[src/rtl/miner_pkg.sv]
// ---------------------------------------------------------------------------
// miner_pkg
// Types and defaults shared by the mining-side blocks around the SHA core.
//   arb_state_t  : sha_core_arbiter FSM states {IDLE, START, WAIT, DONE}
//   DEF_NUM_REQ  : default number of controllers sharing one core
//   DEF_TIMEOUT  : default watchdog limit in WAIT cycles
// ---------------------------------------------------------------------------
package miner_pkg;

    localparam int DEF_NUM_REQ = 4;
    localparam int DEF_TIMEOUT = 256;

    typedef enum logic [1:0] {
        IDLE  = 2'd0,
        START = 2'd1,
        WAIT  = 2'd2,
        DONE  = 2'd3
    } arb_state_t;

endpackage

[src/rtl/rr_pick.sv]
// ---------------------------------------------------------------------------
// rr_pick
// Combinational round-robin picker: returns the first asserted request at or
// after ptr, wrapping past N-1 back to 0.
// Ports:
//   req    in  N  request vector
//   ptr    in  W  starting index for the search (must be < N)
//   found  out 1  at least one request asserted
//   idx    out W  binary index of the chosen request (== ptr when !found)
//   onehot out N  one-hot form of idx, all-zero when !found
// ---------------------------------------------------------------------------
module rr_pick #(
    parameter int N = 4,
    parameter int W = (N > 1) ? $clog2(N) : 1
) (
    input  logic [N-1:0] req,
    input  logic [W-1:0] ptr,
    output logic         found,
    output logic [W-1:0] idx,
    output logic [N-1:0] onehot
);

    localparam int IW = $clog2(2 * N);
    localparam logic [W:0] N_VAL = (W + 1)'(N);

    logic [2*N-1:0] req_dbl;
    logic [N-1:0]   rot;
    logic [W-1:0]   off;
    logic [W:0]     sum;

    // Rotating by ptr puts the highest-priority candidate at bit 0, so a
    // plain lowest-bit priority encoder gives the round-robin winner.
    assign req_dbl = {req, req};

    generate
        for (genvar gi = 0; gi < N; gi++) begin : g_rot
            logic [IW-1:0] pos;
            assign pos     = IW'(ptr) + IW'(gi);
            assign rot[gi] = req_dbl[pos];
        end
    endgenerate

    always_comb begin
        off = '0;
        for (int i = N - 1; i >= 0; i--) begin
            if (rot[i]) begin
                off = W'(i);
            end
        end
        // Undo the rotation: (ptr + off) mod N, with one extra bit of headroom.
        sum = {1'b0, ptr} + {1'b0, off};
        if (sum >= N_VAL) begin
            sum = sum - N_VAL;
        end
        idx = sum[W-1:0];
    end

    assign found = |req;

    generate
        for (genvar gi = 0; gi < N; gi++) begin : g_onehot
            assign onehot[gi] = found && (idx == W'(gi));
        end
    endgenerate

endmodule

[src/rtl/sha_core_arbiter.sv]
// ---------------------------------------------------------------------------
// sha_core_arbiter
// Shares one SHA-256 core between NUM_REQ mining controllers. The winner of a
// round-robin pick owns the core for one hash: the core gets a one-cycle
// start, the arbiter waits for complete, pulses done to the owner and
// releases the core. sel drives the core's message/nonce input mux.
//
// Optional feature macro: SHA_WATCHDOG_EN
//   defined   : WAIT is bounded to TIMEOUT cycles; on expiry error goes high
//               (sticky), the core is released without done.
//   undefined : WAIT holds until complete; error is tied low.
//
// Ports:
//   clk          in  1        rising-edge clock
//   n_rst        in  1        synchronous active-low reset
//   req          in  NUM_REQ  per-controller request (level, held until done)
//   sha_complete in  1        core finished (level or pulse, used in WAIT only)
//   sha_start    out 1        one-cycle start pulse to the core
//   grant        out NUM_REQ  one-hot owner, zero when idle
//   sel          out SEL_W    binary owner index for the core input mux
//   done         out NUM_REQ  one-hot one-cycle completion pulse to owner
//   busy         out 1        core allocated (state != IDLE)
//   error        out 1        watchdog expired (sticky until reset)
// ---------------------------------------------------------------------------
module sha_core_arbiter
    import miner_pkg::*;
#(
    parameter int NUM_REQ = DEF_NUM_REQ,
    parameter int SEL_W   = $clog2(NUM_REQ),
    parameter int TIMEOUT = DEF_TIMEOUT
) (
    input  logic               clk,
    input  logic               n_rst,
    input  logic [NUM_REQ-1:0] req,
    input  logic               sha_complete,
    output logic               sha_start,
    output logic [NUM_REQ-1:0] grant,
    output logic [SEL_W-1:0]   sel,
    output logic [NUM_REQ-1:0] done,
    output logic               busy,
    output logic               error
);

    generate
        if (NUM_REQ < 2 || NUM_REQ > 16 || TIMEOUT < 1) begin : g_bad_params
            $error("sha_core_arbiter: NUM_REQ must be 2..16 and TIMEOUT >= 1");
        end
    endgenerate

    arb_state_t         state_reg, state_next;
    logic [NUM_REQ-1:0] grant_reg, grant_next;
    logic [SEL_W-1:0]   sel_reg, sel_next;
    logic [SEL_W-1:0]   ptr_reg, ptr_next;
    logic [SEL_W-1:0]   ptr_after;

    logic               pick_found;
    logic [SEL_W-1:0]   pick_idx;
    logic [NUM_REQ-1:0] pick_onehot;

`ifdef SHA_WATCHDOG_EN
    localparam int              WD_W    = $clog2(TIMEOUT + 1);
    localparam logic [WD_W-1:0] WD_LAST = WD_W'(TIMEOUT - 1);

    logic [WD_W-1:0] wd_cnt_reg, wd_cnt_next;
    logic            err_reg, err_next;
`endif

    rr_pick #(
        .N (NUM_REQ),
        .W (SEL_W)
    ) u_rr_pick (
        .req    (req),
        .ptr    (ptr_reg),
        .found  (pick_found),
        .idx    (pick_idx),
        .onehot (pick_onehot)
    );

    // Next search starts just past the owner that is being released.
    assign ptr_after = (sel_reg == SEL_W'(NUM_REQ - 1)) ? '0 : sel_reg + 1'b1;

    always_comb begin
        state_next = state_reg;
        grant_next = grant_reg;
        sel_next   = sel_reg;
        ptr_next   = ptr_reg;
`ifdef SHA_WATCHDOG_EN
        wd_cnt_next = wd_cnt_reg;
        err_next    = err_reg;
`endif
        unique case (state_reg)
            IDLE: begin
                if (pick_found) begin
                    grant_next = pick_onehot;
                    sel_next   = pick_idx;
                    state_next = START;
                end
            end
            START: begin
                // Complete seen during START belongs to no transaction of ours.
                state_next = WAIT;
`ifdef SHA_WATCHDOG_EN
                wd_cnt_next = '0;
`endif
            end
            WAIT: begin
                if (sha_complete) begin
                    state_next = DONE;
                end
`ifdef SHA_WATCHDOG_EN
                // Complete on the final allowed cycle still wins.
                else if (wd_cnt_reg == WD_LAST) begin
                    err_next   = 1'b1;
                    state_next = IDLE;
                    grant_next = '0;
                    ptr_next   = ptr_after;
                end else begin
                    wd_cnt_next = wd_cnt_reg + 1'b1;
                end
`endif
            end
            DONE: begin
                state_next = IDLE;
                grant_next = '0;
                ptr_next   = ptr_after;
            end
            default: begin
                state_next = IDLE;
                grant_next = '0;
            end
        endcase
    end

    always_ff @(posedge clk) begin
        if (!n_rst) begin
            state_reg <= IDLE;
            grant_reg <= '0;
            sel_reg   <= '0;
            ptr_reg   <= '0;
`ifdef SHA_WATCHDOG_EN
            wd_cnt_reg <= '0;
            err_reg    <= 1'b0;
`endif
        end else begin
            state_reg <= state_next;
            grant_reg <= grant_next;
            sel_reg   <= sel_next;
            ptr_reg   <= ptr_next;
`ifdef SHA_WATCHDOG_EN
            wd_cnt_reg <= wd_cnt_next;
            err_reg    <= err_next;
`endif
        end
    end

    assign sha_start = (state_reg == START);
    assign busy      = (state_reg != IDLE);
    assign grant     = grant_reg;
    assign sel       = sel_reg;
    assign done      = (state_reg == DONE) ? grant_reg : '0;

`ifdef SHA_WATCHDOG_EN
    assign error = err_reg;
`else
    assign error = 1'b0;
`endif

endmodule

[config.mk]
export PLATFORM = sky130hd
export DESIGN_NAME = sha_core_arbiter
export DESIGN_NICKNAME = d
export VERILOG_FILES = /design/src/rtl/miner_pkg.sv /design/src/rtl/rr_pick.sv /design/src/rtl/sha_core_arbiter.sv
export SDC_FILE = /design/constraint.sdc
export NUM_CORES = 1
export LEC_CHECK = 0
export CAP_MARGIN = 20
export CORE_MARGIN = 10
export CORE_UTILIZATION = 50
export CTS_BUF_LIST = sky130_fd_sc_hd__clkbuf_16
export DETAILED_ROUTE_END_ITERATION = 8
export GPL_ROUTABILITY_DRIVEN = 1
export PLACE_DENSITY = 0.88
export SLEW_MARGIN = 20
export SYNTH_ARGS = -nofsm -noshare
export SYNTH_HDL_FRONTEND = slang
export SYNTH_SLANG_ARGS = --single-unit
[constraint.sdc]
create_clock -name clk -period 4.1 [get_ports clk]
set_clock_uncertainty 0.1 [all_clocks]
set_input_delay 0.41 -clock clk [delete_from_list [all_inputs] [get_ports clk]]
set_output_delay 0.41 -clock clk [all_outputs]
set_load 0.005 [all_outputs]
[Word level (Yosys, flattened, before mapping)]
Cells that the tools add are included.
Word-level totals
  bits in registers: 10
  input port bits: 7
  logic and storage cells: 56
Operators by class
  add/subtract/negate cells: 6
  order comparisons: 5
  equality and inequality tests: 9
  multiplexer cells: 20
  reductions and logical operators: 12
Operators with widths (number)
  2-bit 2-to-1 mux: 8
  3-bit by 4-bit < comparator with 1-bit output, second input constant: 3
  2-bit == test, second input constant: 5
  1-bit binary-select mux with 3-bit select: 3
  4-bit 2-to-1 mux: 2
  2-bit case mux with 4 select lines: 1
  4-bit case mux with 2 select lines: 1
  2-bit by 2-bit adder with 3-bit output, second input constant: 2
  2-bit AND reduction: 3
  2-bit by 1-bit == test with 1-bit output, second input constant: 2
  1-bit logical AND: 4
  2-bit zero test: 2
  2-bit by 4-bit < comparator with 1-bit output, second input constant: 1
  1-bit 2-to-1 mux: 4
  2-bit nonzero test: 2
  4-bit OR reduction: 1
  2-bit by 1-bit adder with 3-bit output, second input constant: 1
  2-bit by 2-bit adder with 3-bit output: 1
  3-bit greater-or-equal comparator, second input constant: 1
  2-bit by 1-bit adder with 2-bit output, second input constant: 1
  1-bit binary-select mux with 2-bit select: 1
  2-bit by 1-bit inequality test with 1-bit output, second input constant: 1
  2-bit inequality test, second input constant: 1
  2-bit by 1-bit subtractor with 2-bit output, second input constant: 1

[Depth between registers and ports, before layout]
  depth after elaboration: 14
  mapped depth: 9
  gate-level depth less buffers: 9

[Hierarchy]
From an unflattened synthesis, not the netlist that was laid out.
Second synthesis, totals
  cell total of the unflattened synthesis: 87
  area total of the unflattened synthesis: 800.8 um2
By module, submodules not included
  sha_core_arbiter: times used 1, cells each 61, area an instance 548.0 um2, sequential area each 200.2 um2
  rr_pick: times used 1, cells each 26, area an instance 252.7 um2, sequential area each 0.0 um2

[Worst setup path before layout]
OpenSTA, ideal clock, no wires.
  kind: register to register
  from: register ptr_reg[0]
  to: register grant_reg[0] (netlist: grant[0])
  arrival time: 2006 ps
  data required time: 3883 ps
  setup slack: 1878 ps
  cell stages (with the launch flop): 10
  path buffers: 0
  clock period less this slack: 2222 ps
  cells stage by stage: dfxtp_1 ha_1 and2b_1 a2111oi_0 o21ai_0 o21ai_0 ha_1 nor2_1 and3_1 a22o_1
On the way
  cells in the longest elaborated chain, start to end: 14
Ends and longest elaborated chain
  start: declaration: line sha_core_arbiter.sv:53  | logic [SEL_W-1:0] ptr_reg, ptr_next;
  start signal: assignment: line sha_core_arbiter.sv:148  | ptr_reg <= ptr_next;
  2-bit by 2-bit adder with 3-bit output: line rr_pick.sv:38  | assign pos = IW'(ptr) + IW'(gi);
  1-bit binary-select mux with 3-bit select: line rr_pick.sv:39  | assign rot[gi] = req_dbl[pos];
  1-bit 2-to-1 mux (implied by the code): line rr_pick.sv:39
  2-bit 2-to-1 mux (4 in a row): line rr_pick.sv:46  | if (rot[i]) begin
  2-bit by 2-bit adder with 3-bit output (*): line rr_pick.sv:51  | sum = {1'b0, ptr} + {1'b0, off};
  3-bit greater-or-equal comparator / 2-bit by 1-bit subtractor with 2-bit output (equally long branches): line rr_pick.sv:52, rr_pick.sv:53
  2-bit 2-to-1 mux (*): line rr_pick.sv:52  | if (sum >= N_VAL) begin
  via pick_idx[0]: line sha_core_arbiter.sv:57  | logic [SEL_W-1:0] pick_idx;
  2-bit zero test (*): line rr_pick.sv:62  | assign onehot[gi] = found && (idx == W'(gi));
  1-bit logical AND (*): line rr_pick.sv:62
  4-bit 2-to-1 mux (*): line sha_core_arbiter.sv:93  | if (pick_found) begin
  4-bit case mux with 2 select lines (*): line sha_core_arbiter.sv:91  | unique case (state_reg)
  end signal: assignment: line sha_core_arbiter.sv:146  | grant_reg <= grant_next;
  end: declaration: line sha_core_arbiter.sv:51  | logic [NUM_REQ-1:0] grant_reg, grant_next;
Mark *: on every way through the listed nets, which the timed path passes. The rest lies on a longest branch. The select of a mux whose other input is x is not followed.
A chain may end at the register's enable or synchronous reset.

[Final worst setup path]
  from: register ptr_reg[0]
  to: register grant_reg[2] (netlist: grant[2])
On the way
  cells in the longest elaborated chain, start to end: 14
Ends and longest elaborated chain (line)
  2-bit by 2-bit adder with 3-bit output: rr_pick.sv:38
  1-bit binary-select mux with 3-bit select: rr_pick.sv:39
  1-bit 2-to-1 mux (implied by the code): rr_pick.sv:39
  2-bit 2-to-1 mux (4 in a row): rr_pick.sv:46
  2-bit by 2-bit adder with 3-bit output (*): rr_pick.sv:51
  3-bit greater-or-equal comparator / 2-bit by 1-bit subtractor with 2-bit output (equally long branches): rr_pick.sv:52, rr_pick.sv:53
  2-bit 2-to-1 mux (*): rr_pick.sv:52
  via pick_idx[0]: sha_core_arbiter.sv:57
  2-bit == test (*): rr_pick.sv:62
  1-bit logical AND (*): rr_pick.sv:62
  4-bit 2-to-1 mux (*): sha_core_arbiter.sv:93
  4-bit case mux with 2 select lines (*): sha_core_arbiter.sv:91
Marks and branches as above.

==> results.sh <==
export IMPL_clk_latency_ns=0.23
export IMPL_fin_crit_sh_pct=62.3
export IMPL_yosysTopAreaCell="dfxtp_1"
export IMPL_synth_cell_types=35
export IMPL_cap_violations=0
export IMPL_via_per_inst=5.80
export IMPL_p_per_area_mw_per_mm2=579
export IMPL_wl_um=1980
export IMPL_synth_edf_count=0
export IMPL_hp_class="reg2reg"
export IMPL_slowest_stage="dfxtp_1"
export IMPL_synthFlopType="dfxtp_1"
export IMPL_num_vias=731
export IMPL_track_usage_pct=11.6
export IMPL_die_h_um=59.4
export IMPL_synth_compound_area_share_pct=23.6
export IMPL_root_buffer="clkbuf_16"
export IMPL_min_to="grant[1]"
export IMPL_arrival_ns=2.63
export IMPL_ctsHoldBuffers=0
export IMPL_cp_end_kind="flip-flop"
export IMPL_synth_top_family_by_area="compound AO/OA/AOI/OAI gates"
export IMPL_worstPathCellList="ha_1 -> and2b_1 -> a2111oi_0 -> o21ai_0 -> o21ai_0 -> ha_1 -> nor2_1 -> and3_1 -> a22o_1"
export IMPL_die_area_mm2=0.00352
export IMPL_final_cell_mix="clkdlybuf4s50_1 (18), nor2_1 (11), dfxtp_1 (10), ha_1 (8), a21oi_1 (7)"
export IMPL_syn2layout_area_growth_pct=32.1
export IMPL_hold_viol_final=0
export IMPL_yosysWarnings=0
export IMPL_p_leak_nw=0.430
export IMPL_rsz0062_at_grt="false"
export IMPL_dp_hpwl_um=1480
export IMPL_cts_resized=0
export IMPL_fin_cells=126
export IMPL_syn_area_per_cell_um2=8.33
export IMPL_fmax_mhz=392
export IMPL_cts_made_buffers=3
export IMPL_synth_fa_ha_area_share_pct=12.9
export IMPL_mostFrequentLayoutCell="clkdlybuf4s50_1"
export IMPL_drt_iter0_drc=22
export IMPL_cp_top_family="compound AO/OA/AOI/OAI gates"
export IMPL_fp_row_count=14
export IMPL_nets=127
export IMPL_initial_core_util_pct=52.0
export IMPL_gp_congestion=0.829
export IMPL_synth_mux_area_share_pct=6.46
export IMPL_coreArea_mm2=0.00149
export IMPL_drc=0
export IMPL_antenna_found_initial=0
export IMPL_seq_area_frac_synth_pct=25.8
export IMPL_die_x_um=59.4
export IMPL_yosys_area_share_xor_xnor_pct=3.23
export IMPL_io_buffers=18
export IMPL_synthCells=93
export IMPL_top_level_ports=20
export IMPL_grt_pass1_vias=677
export IMPL_synth_area_top_cells="dfxtp_1 (26%), ha_1 (13%), mux2i_1 (6.5%), nor2_1 (5.3%), nor2b_1 (4.8%)"
export IMPL_setup_violations=0
export IMPL_report_final_slew_viol_count=0
export IMPL_cts_tree="yes"
export IMPL_syn_num_nets=108
export IMPL_synth_top_area_share_pct=25.8
export IMPL_cts_sinks=10
export IMPL_r2r_start="ptr_reg[0]"
export IMPL_final_layout_size_suffix_gt1_share_pct=5.45
export IMPL_ys_ff_latch=10
export IMPL_clock_path_buffers=2
export IMPL_ctsHtreeMaxLevel=1
export IMPL_grt_max_degree=11
export IMPL_worstPathRequired_ns=4.17
export IMPL_vdd_drop_max_mv=0.389
export IMPL_ant_nets=0
export IMPL_start_kind="flip-flop"
export IMPL_min_from="grant[1]"
export IMPL_hold_depth=2
export IMPL_run_status="complete, no violations"
export IMPL_crit_path_max_incr_delay_ns=0.50
export IMPL_path_buf_inv=0
export IMPL_synth_simple_area_share_pct=21.6
export IMPL_largest_reg_flops=4
export IMPL_nFillCells=110
export IMPL_post_cts_buffers=0
export IMPL_diodes=0
export IMPL_dr_pass1_iters=4
export IMPL_rr_worst_depth=9
export IMPL_syn_area_um2=774
export IMPL_cts_reportedPaths_clkPinSlew_ns=0.04
export IMPL_dp_cells=123
export IMPL_fin_setup_tns_ns=0
export IMPL_cp_max_fo=10
export IMPL_period_minus_slack_ns=2.55
export IMPL_rrSetupSlack_ns=1.55
export IMPL_overflow=0
export IMPL_timing_rr_end="grant[2]"
export IMPL_post_drt_wl_per_cell_um=15.7
export IMPL_crit_type="reg2reg"
export IMPL_grt_first_pass_wirelength_um=3210
export IMPL_ys_async_sr_fraction_pct=0
==> per-stage QoR <==
step	area (µm²)	hold WS [ns]	utilization [%]	setup slack, ns	power [mW]
final	1020	0.359	68.7	1.55	0.592
after detailed placement	948	0.351	63.7	1.45	0.420
after global placement	948	0.349	63.7	1.53	0.407
after floorplan	774	0.351	-	1.88	0.310
after CTS	1020	0.360	68.7	1.55	0.594
after global routing	1020	0.399	68.7	1.27	0.635
==> layout make-up <==
type	instances	area, µm²	area share (%)
multi-input combinational	74	529	51.7
sequential	10	200	19.6
timing repair buffer	18	180	17.6
clock buffer	3	75.1	7.33
tap	16	20.0	1.96
inverter	5	18.8	1.83
==> worst max path at each step <==
stage                     slack (ns)        to  cells past startpoint       start
after detailed placement        1.45  grant[2]                      9      req[2]
after global routing            1.27  grant[2]                      9  ptr_reg[0]
final                           1.55  grant[2]                      9  ptr_reg[0]
after floorplan                 1.88  grant[0]                      9  ptr_reg[0]
after CTS                       1.55  grant[2]                      9  ptr_reg[0]
after global placement          1.53  grant[2]                      9      req[2]
==> cells by family after synthesis <==
group                      after synthesis
other                                    1
and+or+nand+nor                         32
AOI/OAI and AO/OA                       26
adders and majority gates                8
muxes                                    5
DFF                                     10
buffers and inverters                    9
xor gates and xnor gates                 2
==> Yosys cell counts, types with 2 or more instances <==
library cell and number:
and2_1 4, inv_1 5, and3_1 2, mux2i_1 5
nand2_1 3, clkbuf_1 2, nor2_1 11, nor2b_1 6
a21oi_1 7, dfxtp_1 10, a22o_1 2, o21ai_1 2
o21ai_0 4, o21a_1 2, ha_1 8
==> worst min-delay path: stages (launching register included) <==
cell     delay, ns
dfxtp_1       0.30
nand2_1       0.05
o21ai_1       0.05
==> routing by layer <==
layer / up-vias / share of wire [%] / GRT usage [%]
met2: 22 / 50 / 19.0
li1: 362 / - / -
met5: - / 0 / 0
met4: 0 / 2.0 / 6.89
met1: 342 / 40 / 12.7
met3: 5 / 7.6 / 3.86
==> power by group <==
part | switching, mW | total [mW] | leakage (nW) | internal (mW)
Combinational | 0.127 | 0.261 | 0.311 | 0.134
Clock | 0.0425 | 0.169 | 0.0370 | 0.126
Sequential | 0.0332 | 0.162 | 0.0819 | 0.129
Note: power is estimated with default switching activity, not from simulation.
